[src/rtl/add_arbiter.sv]
// add_arbiter
//   Two requesters (0 = execute, 1 = address generation) share one WIDTH-bit
//   adder. A winner is picked each cycle and its result is registered into a
//   single response slot together with its signed-overflow, zero and sign
//   flags. There is one cycle of latency. When both requesters are valid, the
//   grant alternates via a priority pointer.
//
// Ports
//   clk, rst_n                     clock, async active-low reset
//   reqN_valid/ready               request handshake, N = 0,1
//   reqN_a, reqN_b, reqN_sub       signed operands; sub=1 selects a-b
//   rsp_valid/ready                response handshake
//   rsp_id                         owner of the held result
//   rsp_sum                        result modulo 2^WIDTH
//   rsp_of, rsp_zf, rsp_sf         signed overflow / zero / sign of rsp_sum
module add_arbiter #(
  parameter int WIDTH = 64
) (
  input  logic             clk,
  input  logic             rst_n,
  input  logic             req0_valid,
  output logic             req0_ready,
  input  logic [WIDTH-1:0] req0_a,
  input  logic [WIDTH-1:0] req0_b,
  input  logic             req0_sub,
  input  logic             req1_valid,
  output logic             req1_ready,
  input  logic [WIDTH-1:0] req1_a,
  input  logic [WIDTH-1:0] req1_b,
  input  logic             req1_sub,
  output logic             rsp_valid,
  input  logic             rsp_ready,
  output logic             rsp_id,
  output logic [WIDTH-1:0] rsp_sum,
  output logic             rsp_of,
  output logic             rsp_zf,
  output logic             rsp_sf
);

  logic             r_ptr;
  logic             r_valid;
  logic             r_id;
  logic [WIDTH-1:0] r_sum;
  logic             r_of;
  logic             r_zf;
  logic             r_sf;

  logic             w_free;
  logic             w_gnt0;
  logic             w_gnt1;
  logic             w_xfer0;
  logic             w_xfer1;
  logic             w_xfer;
  logic [WIDTH-1:0] w_a;
  logic [WIDTH-1:0] w_b;
  logic             w_sub;
  logic [WIDTH-1:0] w_op_b;
  logic [WIDTH-1:0] w_sum;
  logic             w_of;

  // The slot can take a new result if it is empty or being drained now.
  assign w_free = !r_valid || rsp_ready;

  // Grant uses only the valids and the pointer, never the operands.
  assign w_gnt0 = req0_valid && (!req1_valid || !r_ptr);
  assign w_gnt1 = req1_valid && (!req0_valid ||  r_ptr);

  // The rst_n gate keeps both readys low while reset is held.
  assign w_xfer0 = rst_n && w_free && w_gnt0;
  assign w_xfer1 = rst_n && w_free && w_gnt1;
  assign w_xfer  = w_xfer0 || w_xfer1;

  assign req0_ready = w_xfer0;
  assign req1_ready = w_xfer1;

  // Operand mux in front of the single shared adder.
  assign w_a   = w_gnt1 ? req1_a   : req0_a;
  assign w_b   = w_gnt1 ? req1_b   : req0_b;
  assign w_sub = w_gnt1 ? req1_sub : req0_sub;

  // Subtract is a + ~b + 1; the +1 enters as the carry-in of the same adder.
  // The carry-out is dropped because the sum is only WIDTH bits wide.
  assign w_op_b = w_sub ? ~w_b : w_b;
  assign w_sum  = w_a + w_op_b + {{(WIDTH-1){1'b0}}, w_sub};

  always_comb begin
    w_of = 1'b0;
    if (w_sub)
      w_of = (w_a[WIDTH-1] != w_b[WIDTH-1]) && (w_sum[WIDTH-1] != w_a[WIDTH-1]);
    else
      w_of = (w_a[WIDTH-1] == w_b[WIDTH-1]) && (w_sum[WIDTH-1] != w_a[WIDTH-1]);
  end

  always_ff @(posedge clk or negedge rst_n) begin
    if (!rst_n) begin
      r_ptr   <= 1'b0;
      r_valid <= 1'b0;
      r_id    <= 1'b0;
      r_sum   <= '0;
      r_of    <= 1'b0;
      r_zf    <= 1'b0;
      r_sf    <= 1'b0;
    end else begin
      if (w_xfer) begin
        // Next priority goes to the requester that was not served.
        r_ptr   <= !w_xfer1;
        r_valid <= 1'b1;
        r_id    <= w_xfer1;
        r_sum   <= w_sum;
        r_of    <= w_of;
        r_zf    <= (w_sum == '0);
        r_sf    <= w_sum[WIDTH-1];
      end else if (rsp_ready) begin
        r_valid <= 1'b0;
      end
    end
  end

  assign rsp_valid = r_valid;
  assign rsp_id    = r_id;
  assign rsp_sum   = r_sum;
  assign rsp_of    = r_of;
  assign rsp_zf    = r_zf;
  assign rsp_sf    = r_sf;

endmodule
[config.mk]
export PLATFORM = sky130hd
export DESIGN_NAME = add_arbiter
export DESIGN_NICKNAME = d
export VERILOG_FILES = /design/src/rtl/add_arbiter.sv
export SDC_FILE = /design/constraint.sdc
export NUM_CORES = 1
export LEC_CHECK = 0
export BUFFER_PORTS_ARGS = -buffer_cell sky130_fd_sc_hd__buf_2
export CORE_MARGIN = 10
export CORE_UTILIZATION = 51
export DETAILED_ROUTE_END_ITERATION = 16
export PLACE_DENSITY = 0.82
export SKIP_LAST_GASP = 1
export SYNTH_ARGS = -nofsm -noshare
export SYNTH_HDL_FRONTEND = slang
export SYNTH_SLANG_ARGS = --single-unit
export TNS_END_PERCENT = 30
[constraint.sdc]
create_clock -name clk -period 6.45 [get_ports clk]
set_input_delay 0.3225 -clock clk [delete_from_list [all_inputs] [get_ports clk]]
set_output_delay 0.3225 -clock clk [all_outputs]
set_load 0.01 [all_outputs]
==> flow_summary.json <==
{
  "max_freq_mhz": 170,
  "grt_setup_unrepaired": "no",
  "critical_path_required_ns": 6.69,
  "total_overflow_reported_by_the_global_router": 0,
  "rows": 48,
  "first_global_vias": 9688,
  "ys_dominant_reg_cell": "sky130_fd_sc_hd__dfrtp_1",
  "hold_buffer_count_at_cts": 0,
  "crit_family": "simple AND/OR/NAND/NOR gates",
  "dr_total_vias": 9829,
  "synth_cells": 1216,
  "worst_max_slew_margin_expressed_relative_to_the_limit_pct": 27.7,
  "ir_worst_vdd_v": 0.000188,
  "cp_data_arrival_time_ns": 6.11,
  "synth_sequential_area_ratio_pct": 19.4,
  "cts_setup_buffers": 0,
  "maximum_number_of_pins_on_one_net_before_global_route_repair": 113,
  "drtIter0Drc": 777,
  "wirelength_per_cell_um": 18.5,
  "power.density_mw_per_mm2": 352,
  "use_met1_pct": 34.5,
  "grt_antenna_before_repair": 0,
  "maximum_capacitance_violations": 0,
  "synth_fa_ha_area_share_pct": 8.95,
  "final_layout_size_suffix_gt1_share_pct": 27.0,
  "timing.setup.critical_path_class": "flip-flop to flip-flop",
  "min_path_type": "input port to asynchronous set/reset pin",
  "io_pins": 334,
  "synth_area_per_cell_sq_um": 7.31,
  "crit_path_max_incr_delay_ns": 0.59,
  "place.detailed.hpwl_mm": 26.4,
  "synth_async_sr_flop_share_pct": 100,
  "layout.nets": 1815,
  "startpoint_type": "flip-flop",
  "busiest_layer": "met2",
  "cts_tree": "done",
  "timing.final.hold_violations": 0,
  "clock_tree.root_cell": "sky130_fd_sc_hd__clkbuf_16",
  "floorplan.die_area_sq_mm": 0.0231,
  "ys_seq_elements": 69,
  "drt-total-wl_mm": 31.8,
  "worst_path_max_delay_cell": "sky130_fd_sc_hd__mux2i_4",
  "yosys.area_share.simple_pct": 24.6,
  "synth_xor_xnor_area_share_pct": 12.3,
  "cp-end-kind": "flip-flop",
  "synth_top_family_by_area": "simple AND/OR/NAND/NOR gates",
  "crit_path_cell_trace": "nand2b_1 -> and2_2 -> mux2i_4 -> buf_4 -> xor2_1 -> ha_1 -> nand4_1 -> o221a_2 -> o311a_1 -> o21ai_0 -> xnor2_1 -> and4_1 -> and4_1 -> nand4_1 -> or4b_1 -> or4b_1 -> o31ai_2",
  "initial_core_util_pct": 51.8,
  "fin_skew_ns": 0.00776,
  "first_pass_grt_wire_length_mm": 50.4,
  "groute.layer.met3.usage_pct": 5.02,
  "critical_path_buf_inv_count": 1,
  "path_clk_slew_ns": 0.06,
  "die_h_um": 152,
  "cts_inserted_buffers": 9,
  "timing.final.crit_period_ns": 5.87,
  "muxShareOfSynthArea_pct": 10.1,
  "synth.lib_cells_used.distinct": 77,
  "drtAntennaViolNets": 0,
  "synth_area_sq_mm": 0.00889,
  "cp_max_fo": 22,
  "p_leak_nw": 5.69,
  "antenna_cells": 0,
  "number_of_enable_type_register_cells_in_the_synthesized_netlist": 0,
  "drtPass1Iterations": 5,
  "tightestPinTransition_ns": 1.08,
  "synth-compound-area-share_pct": 20.5,
  "slew_violations": 0,
  "global_router_s_overall_resource_usage_pct": 25.7,
  "final_min_period_over_clock_period_pct": 90.9,
  "finalSetupViolCount": 0,
  "status": "finished clean",
  "setup_tns_ns": 0,
  "synth_warnings": 0,
  "core_sq_mm": 0.0172,
  "chipWidth_um": 152,
  "weighted_congestion_at_the_end_of_routability_driven_global_placement": 0.956,
  "synth.net_count": 1542,
  "drc_errors": 0,
  "numClockSinks": 69,
  "cts-htree-levels": 3,
  "routed_via_density": 5.72,
  "placedInstanceArea_sq_mm": 0.0106,
  "cts_resized": 0,
  "clk_latency_ns": 0.33,
  "grt.met2_usage_pct": 42.1,
  "final_cell_area_sq_mm": 0.0109,
  "area_delta_synth_final_pct": 22.9,
  "port-buffer-count": 333,
  "worst_hold_slack_ns": 0.120,
  "max-clock-path-buffers": 2
}
[synthesized netlist by cell type (2+ instances only)]
| master | instances | share of area [%] |
|---|---|---|
| sky130_fd_sc_hd__nand2_1 | 311 | 13 |
| sky130_fd_sc_hd__o21ai_0 | 96 | 5.4 |
| sky130_fd_sc_hd__xor2_1 | 91 | 9.0 |
| sky130_fd_sc_hd__a21oi_1 | 80 | 4.5 |
| sky130_fd_sc_hd__clkbuf_1 | 70 | 3.0 |
| sky130_fd_sc_hd__dfrtp_1 | 69 | 19 |
| sky130_fd_sc_hd__mux2i_1 | 67 | 7.5 |
| sky130_fd_sc_hd__ha_1 | 62 | 8.7 |
| sky130_fd_sc_hd__nor2_1 | 46 | 1.9 |
| sky130_fd_sc_hd__xnor2_1 | 34 | 3.3 |
| sky130_fd_sc_hd__nand4_1 | 33 | 2.3 |
| sky130_fd_sc_hd__nand3_1 | 29 | 1.6 |
| sky130_fd_sc_hd__a21o_1 | 28 | 2.4 |
| sky130_fd_sc_hd__mux2_2 | 20 | 2.5 |
| sky130_fd_sc_hd__inv_1 | 13 | 0.55 |
| sky130_fd_sc_hd__nor3_1 | 11 | 0.62 |
| sky130_fd_sc_hd__o21a_1 | 11 | 0.93 |
| sky130_fd_sc_hd__o21bai_1 | 11 | 0.93 |
| sky130_fd_sc_hd__and2_1 | 9 | 0.63 |
| sky130_fd_sc_hd__a31oi_1 | 8 | 0.56 |
| sky130_fd_sc_hd__and3_1 | 7 | 0.49 |
| sky130_fd_sc_hd__buf_1 | 7 | 0.30 |
| sky130_fd_sc_hd__nor2b_1 | 7 | 0.49 |
| sky130_fd_sc_hd__a21boi_0 | 6 | 0.51 |
| sky130_fd_sc_hd__and4_1 | 6 | 0.59 |
| sky130_fd_sc_hd__nand2b_1 | 6 | 0.42 |
| sky130_fd_sc_hd__o211ai_1 | 5 | 0.42 |
| sky130_fd_sc_hd__or3_1 | 5 | 0.35 |
| sky130_fd_sc_hd__a211oi_1 | 4 | 0.34 |
| sky130_fd_sc_hd__a21oi_2 | 4 | 0.39 |
| sky130_fd_sc_hd__nor4_1 | 4 | 0.28 |
| sky130_fd_sc_hd__o31ai_1 | 3 | 0.25 |
| sky130_fd_sc_hd__a2111oi_0 | 2 | 0.20 |
| sky130_fd_sc_hd__a41oi_1 | 2 | 0.20 |
| sky130_fd_sc_hd__buf_2 | 2 | 0.11 |
| sky130_fd_sc_hd__nor4b_1 | 2 | 0.20 |
| sky130_fd_sc_hd__o221ai_1 | 2 | 0.20 |
| sky130_fd_sc_hd__o41ai_1 | 2 | 0.20 |
| sky130_fd_sc_hd__or4_1 | 2 | 0.17 |
| sky130_fd_sc_hd__or4b_1 | 2 | 0.23 |
[layer usage]
| layer | wire length [um] | vias to the layer above |
|---|---|---|
| met5 | 0 | - |
| met4 | 529 | 0 |
| li1 | - | 4824 |
| met2 | 14800 | 434 |
| met1 | 14300 | 4533 |
| met3 | 2140 | 38 |
[cells in the final DEF (no fill, tap or decap), types with 3 or more instances in the layout]
cell / instances
sky130_fd_sc_hd__xnor2_1: 34
sky130_fd_sc_hd__mux2_2: 20
sky130_fd_sc_hd__dfrtp_1: 69
sky130_fd_sc_hd__nor3_1: 11
sky130_fd_sc_hd__nand4_1: 33
sky130_fd_sc_hd__clkbuf_16: 9
sky130_fd_sc_hd__nand2b_1: 6
sky130_fd_sc_hd__nand3_1: 29
sky130_fd_sc_hd__ha_1: 62
sky130_fd_sc_hd__nand2_1: 310
sky130_fd_sc_hd__o211ai_1: 5
sky130_fd_sc_hd__mux2i_1: 66
sky130_fd_sc_hd__xor2_1: 91
sky130_fd_sc_hd__a21oi_2: 4
sky130_fd_sc_hd__and4_1: 6
sky130_fd_sc_hd__a211oi_1: 4
sky130_fd_sc_hd__nor2b_1: 7
sky130_fd_sc_hd__o31ai_1: 3
sky130_fd_sc_hd__inv_1: 13
sky130_fd_sc_hd__nor4_1: 4
sky130_fd_sc_hd__a21oi_1: 80
sky130_fd_sc_hd__o21bai_1: 11
sky130_fd_sc_hd__buf_2: 332
sky130_fd_sc_hd__a21boi_0: 6
sky130_fd_sc_hd__and3_1: 7
sky130_fd_sc_hd__or3_1: 5
sky130_fd_sc_hd__o21a_1: 11
sky130_fd_sc_hd__buf_4: 11
sky130_fd_sc_hd__nor2_1: 46
sky130_fd_sc_hd__and2_1: 8
sky130_fd_sc_hd__a21o_1: 28
sky130_fd_sc_hd__o21ai_0: 95
sky130_fd_sc_hd__a31oi_1: 8
[final timing paths]
check                           slack [ns]                    start  cells past startpoint                 endpoint
worst max-delay path                  0.58        r_ptr$_DFFE_PN0P_                     17       rsp_zf$_DFFE_PN0P_
worst min-delay path                  0.12                    rst_n                      1       rsp_of$_DFFE_PN0P_
worst max register to register        0.58        r_ptr$_DFFE_PN0P_                     17       rsp_zf$_DFFE_PN0P_
worst min register to register        0.48  rsp_sum[40]$_DFFE_PN0P_                      2  rsp_sum[40]$_DFFE_PN0P_
max in group asynchronous             5.74                    rst_n                      1  rsp_sum[58]$_DFFE_PN0P_
min in group clk                      0.26                rsp_ready                      3    rsp_valid$_DFFE_PN0P_
[registers in the layout, indices dropped and copies added (netlist names)]
name and cells:
rsp_sum 64, rsp_zf 1, rsp_id 1, rsp_valid 1
r_ptr 1, rsp_of 1
[layout make-up]
class | instances | area (sq um)
Fill cell | 1617 | 6250
Sequential cell | 69 | 1730
Tap cell | 225 | 282
Inverter | 13 | 48.8
Clock inverter | 7 | 73.8
Clock buffer | 9 | 225
Multi-Input combinational cell | 1053 | 6830
Timing Repair Buffer | 343 | 1740
[logic make-up (layout without fill, tap and decap cells)]
kind of cell | count (synthesis) | after routing
flops | 69 | 69
compound gates | 289 | 289
buf+inv | 94 | 372
fa+ha+maj | 63 | 63
simple gates | 489 | 489
xor+xnor | 125 | 125
mux | 87 | 87
[where the power goes]
group | leakage (nW) | internal [mW] | total, mW | switching [mW]
combinational | 4.71 | 0.986 | 2.59 | 1.60
clock | 0.146 | 0.301 | 0.508 | 0.207
sequential | 0.839 | 0.639 | 0.750 | 0.111
total | 5.69 | 1.93 | 3.85 | 1.92
[stage by stage]
| step | setup slack (ns) | std cells | power [mW] | utilization, % |
|---|---|---|---|---|
| final | 0.585 | 1719 | 3.85 | 63.6 |
| after global routing | 0.253 | 1719 | 4.12 | 63.6 |
| after CTS | 0.592 | 1719 | 3.81 | 63.6 |
| after detailed placement | 0.587 | 1703 | 3.30 | 61.9 |
| after global placement | 0.626 | 1703 | 3.27 | 61.9 |
| after floorplan | 0.751 | 1216 | 2.44 | - |
Power figures use the tool's default switching activity.
